**src/rtl/fb_pkg.sv**
```systemverilog
// fb_pkg: shared widths, swap FSM states and bank address helper for the frame buffer arbiter
package fb_pkg;
  localparam int DEF_OFF_W = 8;
  localparam int DEF_DATA_W = 8;
  typedef enum logic {ST_IDLE, ST_PENDING} swap_st_e;
  function automatic logic [31:0] bank_addr(input logic bank, input logic [30:0] off, input int off_w);
    return ({31'd0, bank} << off_w) | {1'b0, off};
  endfunction
endpackage

```
**src/rtl/fb_arbiter_if.sv**
```systemverilog
// fb_arbiter_if: display read and host write channels of the frame buffer arbiter
interface fb_arbiter_if import fb_pkg::*; #(
  parameter int OFF_W = DEF_OFF_W,
  parameter int DATA_W = DEF_DATA_W
);
  logic disp_rd;
  logic [OFF_W-1:0] disp_raddr;
  logic disp_rvalid;
  logic [DATA_W-1:0] disp_rdata;
  logic host_wvalid;
  logic host_wready;
  logic [OFF_W-1:0] host_waddr;
  logic [DATA_W-1:0] host_wdata;
  modport master(
    output disp_rd, disp_raddr, host_wvalid, host_waddr, host_wdata,
    input disp_rvalid, disp_rdata, host_wready
  );
  modport slave(
    input disp_rd, disp_raddr, host_wvalid, host_waddr, host_wdata,
    output disp_rvalid, disp_rdata, host_wready
  );
endinterface

```
**src/rtl/fb_swap_ctrl.sv**
```systemverilog
// fb_swap_ctrl: bank swap FSM that defers a requested swap to the next frame sync
module fb_swap_ctrl import fb_pkg::*; (
  input  logic       clk,
  input  logic       nrst,
  input  logic       swap_req,
  input  logic       frame_sync,
  output logic       front_bank,
  output logic       swap_pending,
  output logic [7:0] frame_count
);
  swap_st_e state_q, state_d;
  logic front_q, front_d;
  logic [7:0] cnt_q, cnt_d;
  logic swap_now;
  // next state: a sync only completes a swap already waiting, so a same-cycle request just arms it
  always_comb begin
    swap_now = (state_q == ST_PENDING) && frame_sync;
    state_d = swap_now ? ST_IDLE : (swap_req ? ST_PENDING : state_q);
    front_d = front_q ^ swap_now;
    cnt_d = cnt_q + {7'd0, swap_now};
  end
  // state registers
  always_ff @(posedge clk) begin
    if (!nrst) begin
      state_q <= ST_IDLE;
      front_q <= 1'b0;
      cnt_q <= 8'd0;
    end else begin
      state_q <= state_d;
      front_q <= front_d;
      cnt_q <= cnt_d;
    end
  end
  assign front_bank = front_q;
  assign swap_pending = (state_q == ST_PENDING);
  assign frame_count = cnt_q;
endmodule

```
**src/rtl/fb_arbiter.sv**
```systemverilog
// fb_arbiter: single-port RAM arbiter giving display reads priority over host writes to the back bank
module fb_arbiter import fb_pkg::*; #(
  parameter int OFF_W = DEF_OFF_W,
  parameter int DATA_W = DEF_DATA_W
) (
  input  logic              clk,
  input  logic              nrst,
  fb_arbiter_if.slave       bus,
  input  logic              swap_req,
  input  logic              frame_sync,
  output logic              front_bank,
  output logic              swap_pending,
  output logic [7:0]        frame_count,
  output logic [OFF_W:0]    mem_addr,
  output logic              mem_we,
  output logic [DATA_W-1:0] mem_wdata,
  input  logic [DATA_W-1:0] mem_rdata
);
  logic fb, pend;
  logic [7:0] cnt;
  logic wready, acc;
  logic [OFF_W:0] addr_q, addr_d;
  logic we_q, we_d;
  logic [DATA_W-1:0] wdata_q, wdata_d;
  logic rd_q, rd_d;
  logic rv_q, rv_d;
  fb_swap_ctrl u_swap (
    .clk(clk),
    .nrst(nrst),
    .swap_req(swap_req),
    .frame_sync(frame_sync),
    .front_bank(fb),
    .swap_pending(pend),
    .frame_count(cnt)
  );
  // arbitration: reads win, writes target the bank that is back at acceptance time
  always_comb begin
    wready = !bus.disp_rd && !pend && nrst;
    acc = bus.host_wvalid && wready;
    addr_d = bus.disp_rd ? (OFF_W+1)'(bank_addr(fb, 31'(bus.disp_raddr), OFF_W))
           : acc ? (OFF_W+1)'(bank_addr(!fb, 31'(bus.host_waddr), OFF_W))
           : addr_q;
    we_d = acc;
    wdata_d = acc ? bus.host_wdata : wdata_q;
    rd_d = bus.disp_rd;
    rv_d = rd_q;
  end
  // RAM request stage and read-valid pipeline
  always_ff @(posedge clk) begin
    if (!nrst) begin
      addr_q <= '0;
      we_q <= 1'b0;
      wdata_q <= '0;
      rd_q <= 1'b0;
      rv_q <= 1'b0;
    end else begin
      addr_q <= addr_d;
      we_q <= we_d;
      wdata_q <= wdata_d;
      rd_q <= rd_d;
      rv_q <= rv_d;
    end
  end
  assign bus.host_wready = wready;
  assign bus.disp_rvalid = rv_q && nrst;
  assign bus.disp_rdata = (rv_q && nrst) ? mem_rdata : '0;
  assign mem_addr = nrst ? addr_q : '0;
  assign mem_we = we_q && nrst;
  assign mem_wdata = nrst ? wdata_q : '0;
  assign front_bank = fb && nrst;
  assign swap_pending = pend && nrst;
  assign frame_count = nrst ? cnt : 8'd0;
endmodule
```
**src/flat_wrapper.sv**
```systemverilog
// flat-port wrapper written by rule: the top's interface ports become plain ports
module fb_arbiter_flat import fb_pkg::*;
#(
  parameter int OFF_W = DEF_OFF_W,
  parameter int DATA_W = DEF_DATA_W
)
  (clk, nrst, swap_req, frame_sync, front_bank, swap_pending, frame_count, mem_addr, mem_we, mem_wdata, mem_rdata, bus_disp_rd, bus_disp_raddr, bus_host_wvalid, bus_host_waddr, bus_host_wdata, bus_disp_rvalid, bus_disp_rdata, bus_host_wready);
  fb_arbiter_if #(.OFF_W(OFF_W), .DATA_W(DATA_W)) bus_i ();
  input  logic clk;
  input  logic nrst;
  input  logic swap_req;
  input  logic frame_sync;
  output logic front_bank;
  output logic swap_pending;
  output logic [7:0] frame_count;
  output logic [OFF_W:0] mem_addr;
  output logic mem_we;
  output logic [DATA_W-1:0] mem_wdata;
  input  logic [DATA_W-1:0] mem_rdata;
  input wire logic [$bits(bus_i.disp_rd)-1:0] bus_disp_rd;
  input wire logic [$bits(bus_i.disp_raddr)-1:0] bus_disp_raddr;
  input wire logic [$bits(bus_i.host_wvalid)-1:0] bus_host_wvalid;
  input wire logic [$bits(bus_i.host_waddr)-1:0] bus_host_waddr;
  input wire logic [$bits(bus_i.host_wdata)-1:0] bus_host_wdata;
  output wire logic [$bits(bus_i.disp_rvalid)-1:0] bus_disp_rvalid;
  output wire logic [$bits(bus_i.disp_rdata)-1:0] bus_disp_rdata;
  output wire logic [$bits(bus_i.host_wready)-1:0] bus_host_wready;
  assign bus_i.disp_rd = bus_disp_rd;
  assign bus_i.disp_raddr = bus_disp_raddr;
  assign bus_i.host_wvalid = bus_host_wvalid;
  assign bus_i.host_waddr = bus_host_waddr;
  assign bus_i.host_wdata = bus_host_wdata;
  assign bus_disp_rvalid = bus_i.disp_rvalid;
  assign bus_disp_rdata = bus_i.disp_rdata;
  assign bus_host_wready = bus_i.host_wready;
  fb_arbiter #(.OFF_W(OFF_W), .DATA_W(DATA_W)) u_core (.clk(clk), .nrst(nrst), .bus(bus_i), .swap_req(swap_req), .frame_sync(frame_sync), .front_bank(front_bank), .swap_pending(swap_pending), .frame_count(frame_count), .mem_addr(mem_addr), .mem_we(mem_we), .mem_wdata(mem_wdata), .mem_rdata(mem_rdata));
endmodule
```
**config.mk**
```make
export PLATFORM = sky130hd
export DESIGN_NAME = fb_arbiter_flat
export DESIGN_NICKNAME = d
export VERILOG_FILES = /design/src/rtl/fb_pkg.sv /design/src/rtl/fb_arbiter_if.sv /design/src/rtl/fb_swap_ctrl.sv /design/src/rtl/fb_arbiter.sv /design/src/flat_wrapper.sv
export SDC_FILE = /design/constraint.sdc
export NUM_CORES = 1
export LEC_CHECK = 0
export ABC_AREA = 1
export CAP_MARGIN = 20
export CORE_ASPECT_RATIO = 1.25
export CORE_MARGIN = 5
export CORE_UTILIZATION = 42
export DETAILED_ROUTE_END_ITERATION = 10
export GPL_TIMING_DRIVEN = 0
export PLACE_DENSITY = 0.87
export SLEW_MARGIN = 20
export SYNTH_ARGS = -nofsm -noshare
export SYNTH_HDL_FRONTEND = slang
export SYNTH_SLANG_ARGS = --single-unit
```
**constraint.sdc**
```tcl
create_clock -name clk -period 1.97 [get_ports clk]
set_input_delay 0.394 -clock clk [delete_from_list [all_inputs] [get_ports clk]]
set_output_delay 0.394 -clock clk [all_outputs]
set_load 0.01 [all_outputs]
```
==> summary.md, run 1 <==
| Metric | Value |
|---|---|
| Fillcell total | `250` |
| Slowest cell on the critical path | `clkdlybuf4s50_1` |
| Via Count | `1554` |
| CP max FO | `10` |
| Max Cap Violations | `0` |
| TritonCTS buffer count | `5` |
| Crit path DAT | `1520 ps` |
| Clock Path Buffers | `2` |
| Post-Synth XOR/XNOR Area | `1.829%` |
| Cells after Synth | `220` |
| Pwr dens | `575.7 nW/um2` |
| Mux cell area share after synthesis | `0%` |
| RD Place Congestion | `0.8674` |
| Delay-heaviest family, CP | `buffers and inverters` |
| Sink Count | `30` |
| Post-synth top area cell | `dfxtp_1` |
| Share of layout cells above drive strength 1 | `6.579%` |
| Worst setup EP type | `output pin` |
| Dpl cells | `332` |
| Hold_buf cts | `0` |
| Netlist cell types | `21` |
| RSZ-0062 raised after global routing | `true` |
| Adder-Cell Fraction of Synth Area | `1.742%` |
| Synthesized area per cell | `6.529 um2` |
| Clk_skew | `8.095 ps` |
| Final setup violation count | `0` |
| Post-DP HPWL | `2942 um` |
| Worst-path clk slew | `60 ps` |
| Fin nets | `343` |
| Final wirelength | `3851 um` |
| Worst slack at placement | `-512.2 ps` |
| Yosys warnings | `0` |
| Largest family of logic cells by synthesized area | `simple AND/OR/NAND/NOR gates` |
| Post-DR vias/cell | `4.557` |
| # IOs | `76` |
| Synth Cell Area | `1436 um2` |
| Core area | `3252 um2` |
| Hold Path Class | `register to register` |
| F_max | `0.5217 GHz` |
| Seq/Total Area, Yosys | `41.81%` |
| First-pass iteration count of the detailed router | `4` |
| CTS tree | `yes` |
| Wire per inst | `11.29 um` |
| Post-synthesis simple-gate area fraction | `31.88%` |
| Status | `complete, no violations` |
| Largest net degree at the start of global routing | `11` |
| Synth Area in Compound Gates | `5.575%` |
| CP cell instances | `clkdlybuf4s15_2 > buf_6 > buf_6 > nand2_1 > inv_1 > clkdlybuf4s50_1` |
| Root buffer cell | `clkbuf_8` |
| Pwr Total | `1379 uW` |
| Die span in y | `75.39 um` |
| Synthesized net count | `260` |
| Top cell type's share of synthesized area | `41.81%` |
| Chip width | `62.31 um` |
| DRT antenna net count | `0` |
| GRT Overall Usage | `16.50%` |
| Synth top area cells | `dfxtp_1, nand2_1, inv_1` |
| Register Area | `600.6 um2` |
| Vias in the first global route | `1532` |
| Setup crit start kind | `input port` |
| Relative slew slack | `79.44%` |
| Worst Path Buf+Inv | `5` |
| Layout area overhead | `66.72%` |
| Worst VDD drop | `614.2 uV` |
| Post-Layout Cell Count | `341` |
| H-tree depth | `2` |
| Ant diodes | `0` |
| Measured slew at the worst slew-check pin | `306.6 ps` |
| Global-route wire length before repair | `6285 um` |
| CP max stage delay | `520 ps` |
| Initial antenna violation count | `0` |
| Total grt overflow | `0` |
| Die area | `4697 um2` |
| Pins over their slew limit | `0` |
| Data required, critical path | `1580 ps` |
| Final hold vios | `0` |
| Initial DRC count | `64` |
| Period minus WS final | `1917 ps` |
| Clock latency on the worst-skew pair | `270 ps` |
| Rows | `23` |
| Leakage power | `0.001551 uW` |
| Area of the multi-input gates | `589.3 um2` |
| DR DRC count | `0` |
| PnR worst setup slack | `53.37 ps` |
| Setup tns final | `0 ps` |
| Port bufs | `75` |
| Starting Density | `44.17%` |
| Period utilisation layout | `97.29%` |
| Post-synthesis register bit count | `30` |
| Setup CP Type | `input port to output pin` |
| Most used cell, CP | `buf_6` |
## synth_stat cells (all sizes together)
library cell,count
nand2,68
inv,49
dfxtp,30
nand3,22
nor2,19
o21ai,9
a21oi,7
buf,7
clkinv,2
ha,2
xnor2,2
nand4,1
nor3,1
xor2,1
## repair_timing
item	in CTS	in global routing
resized for setup	9	17
setup buffers	1	0
setup endpoints to repair	38	18
## kinds of logic after synthesis
logic type | count (synthesis)
xor gates and xnor gates | 3
buffers and inverters | 58
AOI/OAI and AO/OA | 16
adders and majority gates | 2
and+or+nand+nor | 111
DFF | 30
## layer usage
metal	share of wire (%)	up-vias	track usage, %	wire (um)
li1	-	815	-	-
met1	38	673	15.85	1464
met2	53	60	32.49	2036
met3	7.5	6	5.752	288
met4	1.6	0	6.368	61
met5	0	-	0	0
## layout make-up
cell class | instances | share of cell area [%]
buffer | 7 | 2.717
timing repair buffer | 76 | 33.86
inverter | 51 | 7.994
sequential | 30 | 25.08
clock inverter | 1 | 0.2090
multi-input combinational | 132 | 24.61
tap | 37 | 1.933
clock buffer | 7 | 3.605
## through the flow
step,cell area [um2],utilization [%],hold WS [ps]
global route,2395,73.64,467.4
detailed placement,2233,68.68,399.6
finish,2395,73.64,417.7
floorplan,1436,-,390.5
global placement,2233,68.68,396.9
CTS,2352,72.34,419.9
## cells in the final DEF, fill, tap and decap left out, types with 3 or more instances in the layout
cell type | synthesis | final
dfxtp_1 | 30 | 30
nand2_1 | 67 | 67
clkdlybuf4s50_1 | 0 | 54
clkbuf_8 | 0 | 6
dlygate4sd2_1 | 0 | 3
nor2_1 | 18 | 18
nand3_1 | 21 | 21
inv_1 | 48 | 48
a21oi_1 | 7 | 7
buf_6 | 2 | 4
o21ai_0 | 8 | 8
dlymetal6s2s_1 | 0 | 17
## state kept, by name, indices dropped and copies added, names as in the netlist
signal	cells
u_core.we_q	1
u_core.u_swap.swap_pending	1
u_core.rv_q	1
u_core.u_swap.front_bank	1
u_core.u_swap.frame_count	8
u_core.addr_q	9
u_core.rd_q	1
u_core.wdata_q	8
## power breakdown
group	leakage, uW	internal (uW)	switching, uW	total (uW)
Clock	0.0000482	281	214	495
Combinational	0.00126	137	96.3	233
Sequential	0.000246	638	11.9	650
## path summary, 6_finish.rpt
check / startpoint / end / slack (ps) / cells after the start
worst min register to register: u_core.rd_q / u_core.rv_q / 420 / 2
worst max register to register: u_core.u_swap.swap_pending / u_core.u_swap.frame_count[6] / 510 / 9
worst max-delay path: nrst / frame_count[5] / 50 / 6
worst min-delay path: u_core.rd_q / u_core.rv_q / 420 / 2
## tightest hold or removal path, delay by kind of cell (launching register included)
kind                   cells  cell delay (ps)
buffers and inverters      1               40
flip-flops                 1              300
AND/OR/NAND/NOR            1               40
No activity file was read; power rests on OpenSTA's default activity.
==> run 2, diff against run 1 <==
- CORE_MARGIN: 5 -> 2
==> run 2 against run 1 <==
  * Cell count did not move
  * Non-clock buffer count did not move
  * Worst hold slack improved by 4.7 ps
  * Combinational power barely moved
  * Via count rose by 1.9%
  * Final area fell by 0.10%
  * Sequential power barely moved
  * Maximum frequency barely moved
  * Largest power group unchanged
  * Utilization fell by 0.077 points
  * Sequential share of layout area barely moved
  * Wire length fell by 4.4%
  * Count of clock-buffer cells in the layout fell by 2
==> summary.md, run 2 (synthesized netlist as in run 1, its figures left out) <==
| Metric | Value |
|---|---|
| Status | `complete, no violations` |
| Starting Density | `44.17% (unchanged)` |
| Root buffer cell | `clkbuf_8` |
| Slowest cell on the critical path | `clkdlybuf4s50_1` |
| Via Count | `1583 (+1.9%)` |
| Max Cap Violations | `0 (unchanged)` |
| DRT antenna net count | `0 (unchanged)` |
| Reg-to-reg endpoint | `u_core.u_swap.frame_count[6]` |
| Flop-to-flop setup slack | `540 ps (+30 ps)` |
| DR DRC count | `0 (unchanged)` |
| Hold Path Class | `register to register` |
| Port bufs | `75 (unchanged)` |
| Most frequent cells in the layout | `nand2_1, clkdlybuf4s50_1, inv_1` |
| Delay-heaviest family, CP | `buffers and inverters` |
| Initial antenna violation count | `0 (unchanged)` |
| Area of the multi-input gates | `589.3 um2 (unchanged)` |
| Dpl cell area | `2233 um2 (unchanged)` |
| Most common cell after layout, fill and taps aside | `nand2_1` |
| Wire per inst | `10.80 um (-4.4%)` |
| FF-to-FF Start | `u_core.u_swap.swap_pending` |
| Ant diodes | `0 (unchanged)` |
| RSZ-0062 raised after global routing | `true` |
| Design area | `2392 um2 (-0.10%)` |
| GRT Overall Usage | `19.03% (+2.5 points)` |
| Largest net degree at the start of global routing | `11 (unchanged)` |
| Period utilisation layout | `97.27% (about the same)` |
| Setup tns final | `0 ps (unchanged)` |
| Setup CP Type | `input port to output pin` |
| Die area | `3907 um2 (-17%)` |
| Global-route wire length before repair | `5920 um (-5.8%)` |
| Worst VDD drop | `529.8 uV (-14%)` |
| Register Area | `600.6 um2 (unchanged)` |
| Biggest register | `u_core.addr_q` |
| RD Place Congestion | `0.7693 (-11%)` |
| Pins over their slew limit | `0 (unchanged)` |
| Initial DRC count | `34 (-47%)` |
| Fillcell total | `265 (+6.0%)` |
| Sink Count | `30 (unchanged)` |
| Final wirelength | `3683 um (-4.4%)` |
| Leakage power | `0.001477 uW (-4.7%)` |
| CP max stage delay | `520 ps (about the same)` |
| Core area | `3252 um2 (unchanged)` |
| Final hold slack | `422.5 ps (+4.732 ps)` |
| Chip width | `56.31 um (-9.6%)` |
| Total grt overflow | `0 (unchanged)` |
| Measured slew at the worst slew-check pin | `311.9 ps (+5.325 ps)` |
| Vias in the first global route | `1422 (-7.2%)` |
| Relative slew slack | `79.08% (-0.36 points)` |
| Final hold vios | `0 (unchanged)` |
| Setup crit start kind | `input port` |
| Clk_skew | `2.725 ps (-5.371 ps)` |
| Post-DR vias/cell | `4.642 (+1.9%)` |
| TritonCTS buffer count | `5 (unchanged)` |
| Pwr Total | `1492 uW (+8.2%)` |
| CP cell instances | `clkdlybuf4s15_2 > buf_6 > buf_12 > nand2_1 > inv_1 > clkdlybuf4s50_1` |
| Clock latency on the worst-skew pair | `290 ps (+20 ps)` |
| Clock Path Buffers | `2 (unchanged)` |
| Final setup violation count | `0 (unchanged)` |
| Layout area overhead | `66.55%` |
| Post-DP HPWL | `2791 um (-5.2%)` |
| Period minus WS final | `1916 ps (-0.4913 ps)` |
| # IOs | `76 (unchanged)` |
| Worst hold stages | `2 (unchanged)` |
| Worst-path clk slew | `70 ps (about the same)` |
| Share of layout cells above drive strength 1 | `6.908% (+0.33 points)` |
| Worst setup EP type | `output pin` |
| WP depth | `6 (unchanged)` |
| Pwr dens | `623.8 nW/um2 (+8.4%)` |
| Fin nets | `343 (unchanged)` |
| Rows | `23 (unchanged)` |
| CTS tree | `yes` |
| CP max FO | `7 (-3)` |
| Largest register FFs | `9 (unchanged)` |
| First-pass iteration count of the detailed router | `4 (unchanged)` |
| F_max | `0.5219 GHz (about the same)` |
| Hold path start | `u_core.rd_q` |
| Worst Path Buf+Inv | `5 (unchanged)` |
| Crit path DAT | `1520 ps (about the same)` |
| Worst Reg-to-Reg Cells | `9 (unchanged)` |
| Util after Layout | `73.57% (-0.077 points)` |
| WHS Endpoint | `u_core.rv_q` |
| Die span in y | `69.39 um (-8.0%)` |
| Data required, critical path | `1580 ps (about the same)` |
| H-tree depth | `2 (unchanged)` |
[run 2: cell count changes in the layout (fill, tap and decap cells not counted), sizes merged]
cell and delta:
dlymetal6s2s -6, dlygate4sd2 +4, clkbuf -2, clkdlybuf4s50 +2, bufinv +1, clkinv +1
[run 2: worst max-delay path by stage]
stage,from,endpoint,slack [ps]
finish,nrst,mem_wdata[6],50
CTS,nrst,bus_disp_rdata[7],0.3
global placement,nrst,front_bank,-480
global route,nrst,mem_addr[1],-6
detailed placement,nrst,front_bank,-490
floorplan,frame_sync,u_core.u_swap.frame_count[6],650
[run 2: final cells by class]
type / instances / share of cell area, %
plain buffers: 7 / 2.720
clock buffers: 5 / 2.877
clock inverters: 3 / 1.674
inverters: 51 / 8.002
multi-input cells: 132 / 24.63
flip-flops and latches: 30 / 25.10
well taps: 37 / 1.935
repair buffers: 76 / 33.05
[run 2: what timing repair did]
item / 4_1_cts / 5_1_grt
setup endpoints to repair: 38 / 11
resized for setup: 13 / 11
setup buffers: 0 / 1
hold endpoints to repair: 0 / 0
hold buffers: 0 / 0
[run 2: stage by stage]
stage               worst slack (ps)  std cells
floorplan                      648.8        220
global placement              -480.0        332
detailed placement            -487.4        332
CTS                           0.2608        340
global route                  -6.019        341
finish                         53.86        341
[run 2: power breakdown]
part           total, uW  internal (uW)  switching [uW]
Sequential           650            638            12.1
Clock                609            372             237
Combinational        233            137            95.8
Total               1490           1150             345
[run 2: metal layers]
layer	track usage (%)	vias up	wire length [um]
li1	-	817	-
met1	17.84	715	1439
met2	37.12	45	1964
met3	6.530	6	229
met4	6.349	0	50
met5	0	-	0
[run 2: worst reg2reg max path: cells and delay by family (launching register included)]
family,cells,cell delay [ps]
fa+ha+maj,2,410
buf+inv,2,160
flops,1,400
simple gates,5,360
==> run 3, diff against run 2 <==
- CAP_MARGIN: 20 -> not set
==> results of run 3 <==
No change in the layout: final DEF, timing and power equal those of run 2.
